### config.mk
export PLATFORM = sky130hd
export DESIGN_NAME = pipe_barrier_param
export DESIGN_NICKNAME = d
export VERILOG_FILES = /design/src/rtl/pipe_barrier_param.sv
export SDC_FILE = /design/constraint.sdc
export NUM_CORES = 1
export LEC_CHECK = 0
export BUFFER_PORTS_ARGS = -buffer_cell sky130_fd_sc_hd__buf_4
export CORE_MARGIN = 5
export CORE_UTILIZATION = 44
export CTS_BUF_LIST = sky130_fd_sc_hd__clkbuf_4 sky130_fd_sc_hd__clkbuf_8 sky130_fd_sc_hd__clkbuf_16
export DETAILED_ROUTE_END_ITERATION = 6
export GPL_TIMING_DRIVEN = 0
export HOLD_SLACK_MARGIN = 0.02
export PLACE_DENSITY = 0.88
export SETUP_SLACK_MARGIN = 0.15
export SLEW_MARGIN = 20
export SYNTH_ARGS = -nofsm -noshare
export SYNTH_HDL_FRONTEND = slang
export SYNTH_SLANG_ARGS = --single-unit
### constraint.sdc
create_clock -name clk -period 1.33 [get_ports clk]
set_input_delay 0.0665 -clock clk [delete_from_list [all_inputs] [get_ports clk]]
set_output_delay 0.0665 -clock clk [all_outputs]
set_load 0.02 [all_outputs]
### src/rtl/pipe_barrier_param.sv
// pipe_barrier_param: parametrised LC-3b pipeline-stage register.
// Carries the control word, IR, PC, valid and NUM_OPS operand channels. It
// supports stall (hold), flush (bubble) and per-channel force-load during a
// stall. Each force-loaded channel is flagged in op_patched.
// Optional feature: define PIPE_BARRIER_STALL_COUNT_EN to build a saturating
// counter of consecutive stalled cycles while valid. Without the macro,
// stall_count is constant 0.
module pipe_barrier_param #(
  parameter int CTRL_W  = 32,
  parameter int DATA_W  = 16,
  parameter int NUM_OPS = 2,
  parameter int CNT_W   = 8
) (
  input  logic                      clk,
  input  logic                      reset,
  input  logic                      stall,
  input  logic                      flush,
  input  logic [CTRL_W-1:0]         control_in,
  input  logic [DATA_W-1:0]         ir_in,
  input  logic [DATA_W-1:0]         pc_in,
  input  logic                      valid_in,
  input  logic [NUM_OPS*DATA_W-1:0] op_in,
  input  logic [NUM_OPS-1:0]        op_force_load,
  output logic [CTRL_W-1:0]         control_out,
  output logic [DATA_W-1:0]         ir_out,
  output logic [DATA_W-1:0]         pc_out,
  output logic                      valid_out,
  output logic [NUM_OPS*DATA_W-1:0] op_out,
  output logic [NUM_OPS-1:0]        op_patched,
  output logic [CNT_W-1:0]          stall_count
);

  // ---- stage register (p1): everything below is one cycle after the inputs
  logic [CTRL_W-1:0]         ctrl_p1;
  logic [DATA_W-1:0]         ir_p1;
  logic [DATA_W-1:0]         pc_p1;
  logic                      vld_p1;
  logic [NUM_OPS*DATA_W-1:0] op_p1;
  logic [NUM_OPS-1:0]        patched_p1;

  // Stage contents: reset clears all, flush bubbles but keeps the payload,
  // advance loads everything, and stall holds except for force-loaded channels.
  always_ff @(posedge clk) begin
    if (reset) begin
      ctrl_p1    <= '0;
      ir_p1      <= '0;
      pc_p1      <= '0;
      vld_p1     <= 1'b0;
      op_p1      <= '0;
      patched_p1 <= '0;
    end else if (flush) begin
      ctrl_p1    <= '0;
      vld_p1     <= 1'b0;
      patched_p1 <= '0;
    end else if (!stall) begin
      ctrl_p1    <= control_in;
      ir_p1      <= ir_in;
      pc_p1      <= pc_in;
      vld_p1     <= valid_in;
      op_p1      <= op_in;
      patched_p1 <= '0;
    end else begin
      for (int i = 0; i < NUM_OPS; i++) begin
        if (op_force_load[i]) begin
          op_p1[i*DATA_W +: DATA_W] <= op_in[i*DATA_W +: DATA_W];
          patched_p1[i]             <= 1'b1;
        end
      end
    end
  end

`ifdef PIPE_BARRIER_STALL_COUNT_EN
  logic [CNT_W-1:0] cnt_p1;

  function automatic logic [CNT_W-1:0] sat_inc(input logic [CNT_W-1:0] v);
    return (&v) ? v : v + 1'b1;
  endfunction

  // Count stalled edges that hold a valid instruction; any non-stall edge clears it.
  always_ff @(posedge clk) begin
    if (reset || flush || !stall) begin
      cnt_p1 <= '0;
    end else if (vld_p1) begin
      cnt_p1 <= sat_inc(cnt_p1);
    end
  end

  assign stall_count = cnt_p1;
`else
  assign stall_count = '0;
`endif

  assign control_out = ctrl_p1;
  assign ir_out      = ir_p1;
  assign pc_out      = pc_p1;
  assign valid_out   = vld_p1;
  assign op_out      = op_p1;
  assign op_patched  = patched_p1;

endmodule

==> metrics.md <==
| Metric | Value |
|---|---|
| Outcome | finished clean |
| Final Max Slew Viols | 0 |
| Gpl congestion | 0.7516 |
| Most common cell after layout, fill and taps aside | buf_4 |
| CP Cell Sequence | buf_4 |
| Clock Latency Late Sink | 0.36 ns |
| Total GRT Usage | 0.2534 |
| Fmax | 1012 MHz |
| CORE AREA | 0.008636 mm^2 |
| Synthesized area | 0.003852 mm^2 |
| Die X | 103.6 um |
| DPL Wire Length | 8282 um |
| Gr ovfl total | 0 |
| Synth unique cells | 14 |
| Clock Skew | 0 ns |
| Worst Hold Class | input pin to flip-flop |
| Drt drc | 0 |
| Initial antenna violation count | 3 |
| Max Fanout on Critical Path | 2 |
| Die Ht | 103.6 um |
| CP Capture Type | primary output |
| GR Util met1 | 0.2516 |
| WL final | 13,950 um |
| I/O Buffers | 200 |
| TritonCTS clock tree | done |
| Reg clk slew, reported paths | 0.10 ns |
| Drt via density | 4.786 |
| Critical Path AT | 0.92 ns |
| Leakage | 3.152 nW |
| Worst path buffer plus inverter count | 1 |
| Nets | 827 |
| Top Usage Layer GRT | met2 |
| Initial Utilization | 0.4461 |
| Ys Warns | 0 |
| Num CTS Buffers | 9 |
| First-pass GRT wire length | 22,280 um |
| Vias in the first global route | 4,424 |
| Final WS setup | 0.3414 ns |
| Drt first-iter violations | 129 |
| I/O pin count | 210 |
| Drt pass-1 iters | 4 |
| Routed vias | 4,020 |
| Met3 Use GR | 0.05535 |
| CTS sink cnt | 99 |
| Fin. Hold Viols | 0 |
| Area grow syn2layout | 74.41% |
| Largest net degree at the start of global routing | 18 |
| Die Area | 0.01073 mm^2 |
| Root Driver | clkbuf_8 |
| Delay-heaviest family, CP | flip-flops |
| Post-Syn Instances | 407 |
| PwrDens | 981.5 mW/mm^2 |
| Antenna-violating nets left | 0 |
| Fin crit period | 0.9886 ns |
| Most frequent cells in the layout | buf_4, dfxtp_1, dlygate4sd3_1 |
| Synth Register Bits | 99 |
| Htree depth | 3 |
| GR met2 Demand/Resource | 0.4699 |
| Startpoint types | flip-flop |
| RSZ-0062 raised after global routing | no |
| Layout cells sized above 1 | 0.3333 |
| Crit path largest cell delay | 0.40 ns |
| Worst ir drop on vdd | 0.5785 mV |
| Max cap viols | 0 |
| Final setup viols | 0 |
| Row cnt | 34 |
| Clock buffer depth | 2 |
| Period Utilization, post-route | 0.7433 |
| Sequential area share after synthesis | 0.5145 |
| Setup TNS | 0 ns |
| Avg Cell Area, Syn | 9.465 um^2 |
| Worst endpoint required time | 1.26 ns |
| CP Class | flip-flop to primary output |
| Critical path's slowest cell | dfxtp_1 |
| Post-Place Worst Slack | 0.03010 ns |
| Post-detailed-route wirelength per cell | 16.61 um |
-- path summary, 6_finish.rpt --
path                                     from                     endpoint  depth (start not counted)  slack (ns)
setup / recovery  control_out[9]$_SDFFE_PP0N_               control_out[9]                          1        0.34
hold / removal                          flush   op_patched[1]$_SDFFE_PP0P_                          4        0.06
hold reg to reg        ir_out[9]$_SDFFE_PP0P_       ir_out[9]$_SDFFE_PP0P_                          2        0.46
setup reg to reg  control_out[9]$_SDFFE_PP0N_  control_out[9]$_SDFFE_PP0N_                          2        0.60
-- cell usage after synthesis --
| cell | count | area, um^2 |
|---|---|---|
| buf_4 | 11 | 82.58 |
| buf_2 | 11 | 55.05 |
| conb_1 | 1 | 3.750 |
| a21oi_4 | 2 | 32.53 |
| buf_6 | 3 | 33.78 |
| inv_1 | 2 | 7.510 |
| or2_1 | 2 | 12.51 |
| a21oi_1 | 32 | 160.2 |
| nand2_1 | 65 | 244.0 |
| dfxtp_1 | 99 | 1982 |
| mux2i_1 | 65 | 650.6 |
| clkbuf_1 | 11 | 41.29 |
| nor2_1 | 39 | 146.4 |
| nand2b_1 | 64 | 400.4 |
-- flip-flops by register name, indices dropped and copies added (netlist names) --
name / flops
op_out: 32
ir_out: 16
pc_out: 16
control_out: 32
op_patched: 2
valid_out: 1
-- final cells by class --
class	count	area (um^2)
clock inverter	6	73.82
clock buffer	10	131.4
buffer	36	212.7
sequential	99	1982
multi-input combinational	277	1677
tap	108	135.1
inverter	2	7.507
antenna	3	7.507
timing repair buffer	299	2492
fill	520	1917
-- through the flow --
step / utilization / std cells / area [um^2] / hold slack, ns / power, W
global placement: 0.6387 / 722 / 5515 / 0.2835 / 0.004337
global route: 0.7780 / 840 / 6719 / 0.08563 / 0.006854
CTS: 0.7772 / 837 / 6711 / 0.06115 / 0.006583
finish: 0.7780 / 840 / 6719 / 0.06446 / 0.006595
floorplan: - / 414 / 3879 / 0.1823 / 0.003822
detailed placement: 0.6387 / 722 / 5515 / 0.2887 / 0.004370
-- layer usage --
layer	part of all wire	wire, um	vias up
met4	0.059	823	0
met2	0.53	7449	181
met3	0.062	863	59
met5	0	0	-
li1	-	-	1928
met1	0.35	4815	1852
-- what timing repair did --
action	in CTS	in global routing
endpoints found under the hold margin	99	0
gates resized for setup	0	0
setup buffers	0	0
hold buffers	99	0
-- cell families after synthesis --
family                 synth area share
DFF                              0.5145
AOI/OAI and AO/OA               0.05001
and+or+nand+nor                  0.2085
buffers and inverters           0.05716
muxes                            0.1689
other                         0.0009734
-- power breakdown --
| part | total [W] | switching (W) | internal (W) | leakage (nW) |
|---|---|---|---|---|
| combinational | 0.00140 | 0.000641 | 0.000762 | 2.24 |
| clock | 0.00201 | 0.00109 | 0.000915 | 0.0985 |
| sequential | 0.00319 | 0.0000819 | 0.00310 | 0.810 |
| total | 0.00659 | 0.00181 | 0.00478 | 3.15 |
-- tightest hold or removal path, delay by kind of cell --
kind / cells / cell delay (ns)
simple gates: 3 / 0.19
buf+inv: 1 / 0.14
Note: power is estimated with default switching activity, not from simulation.
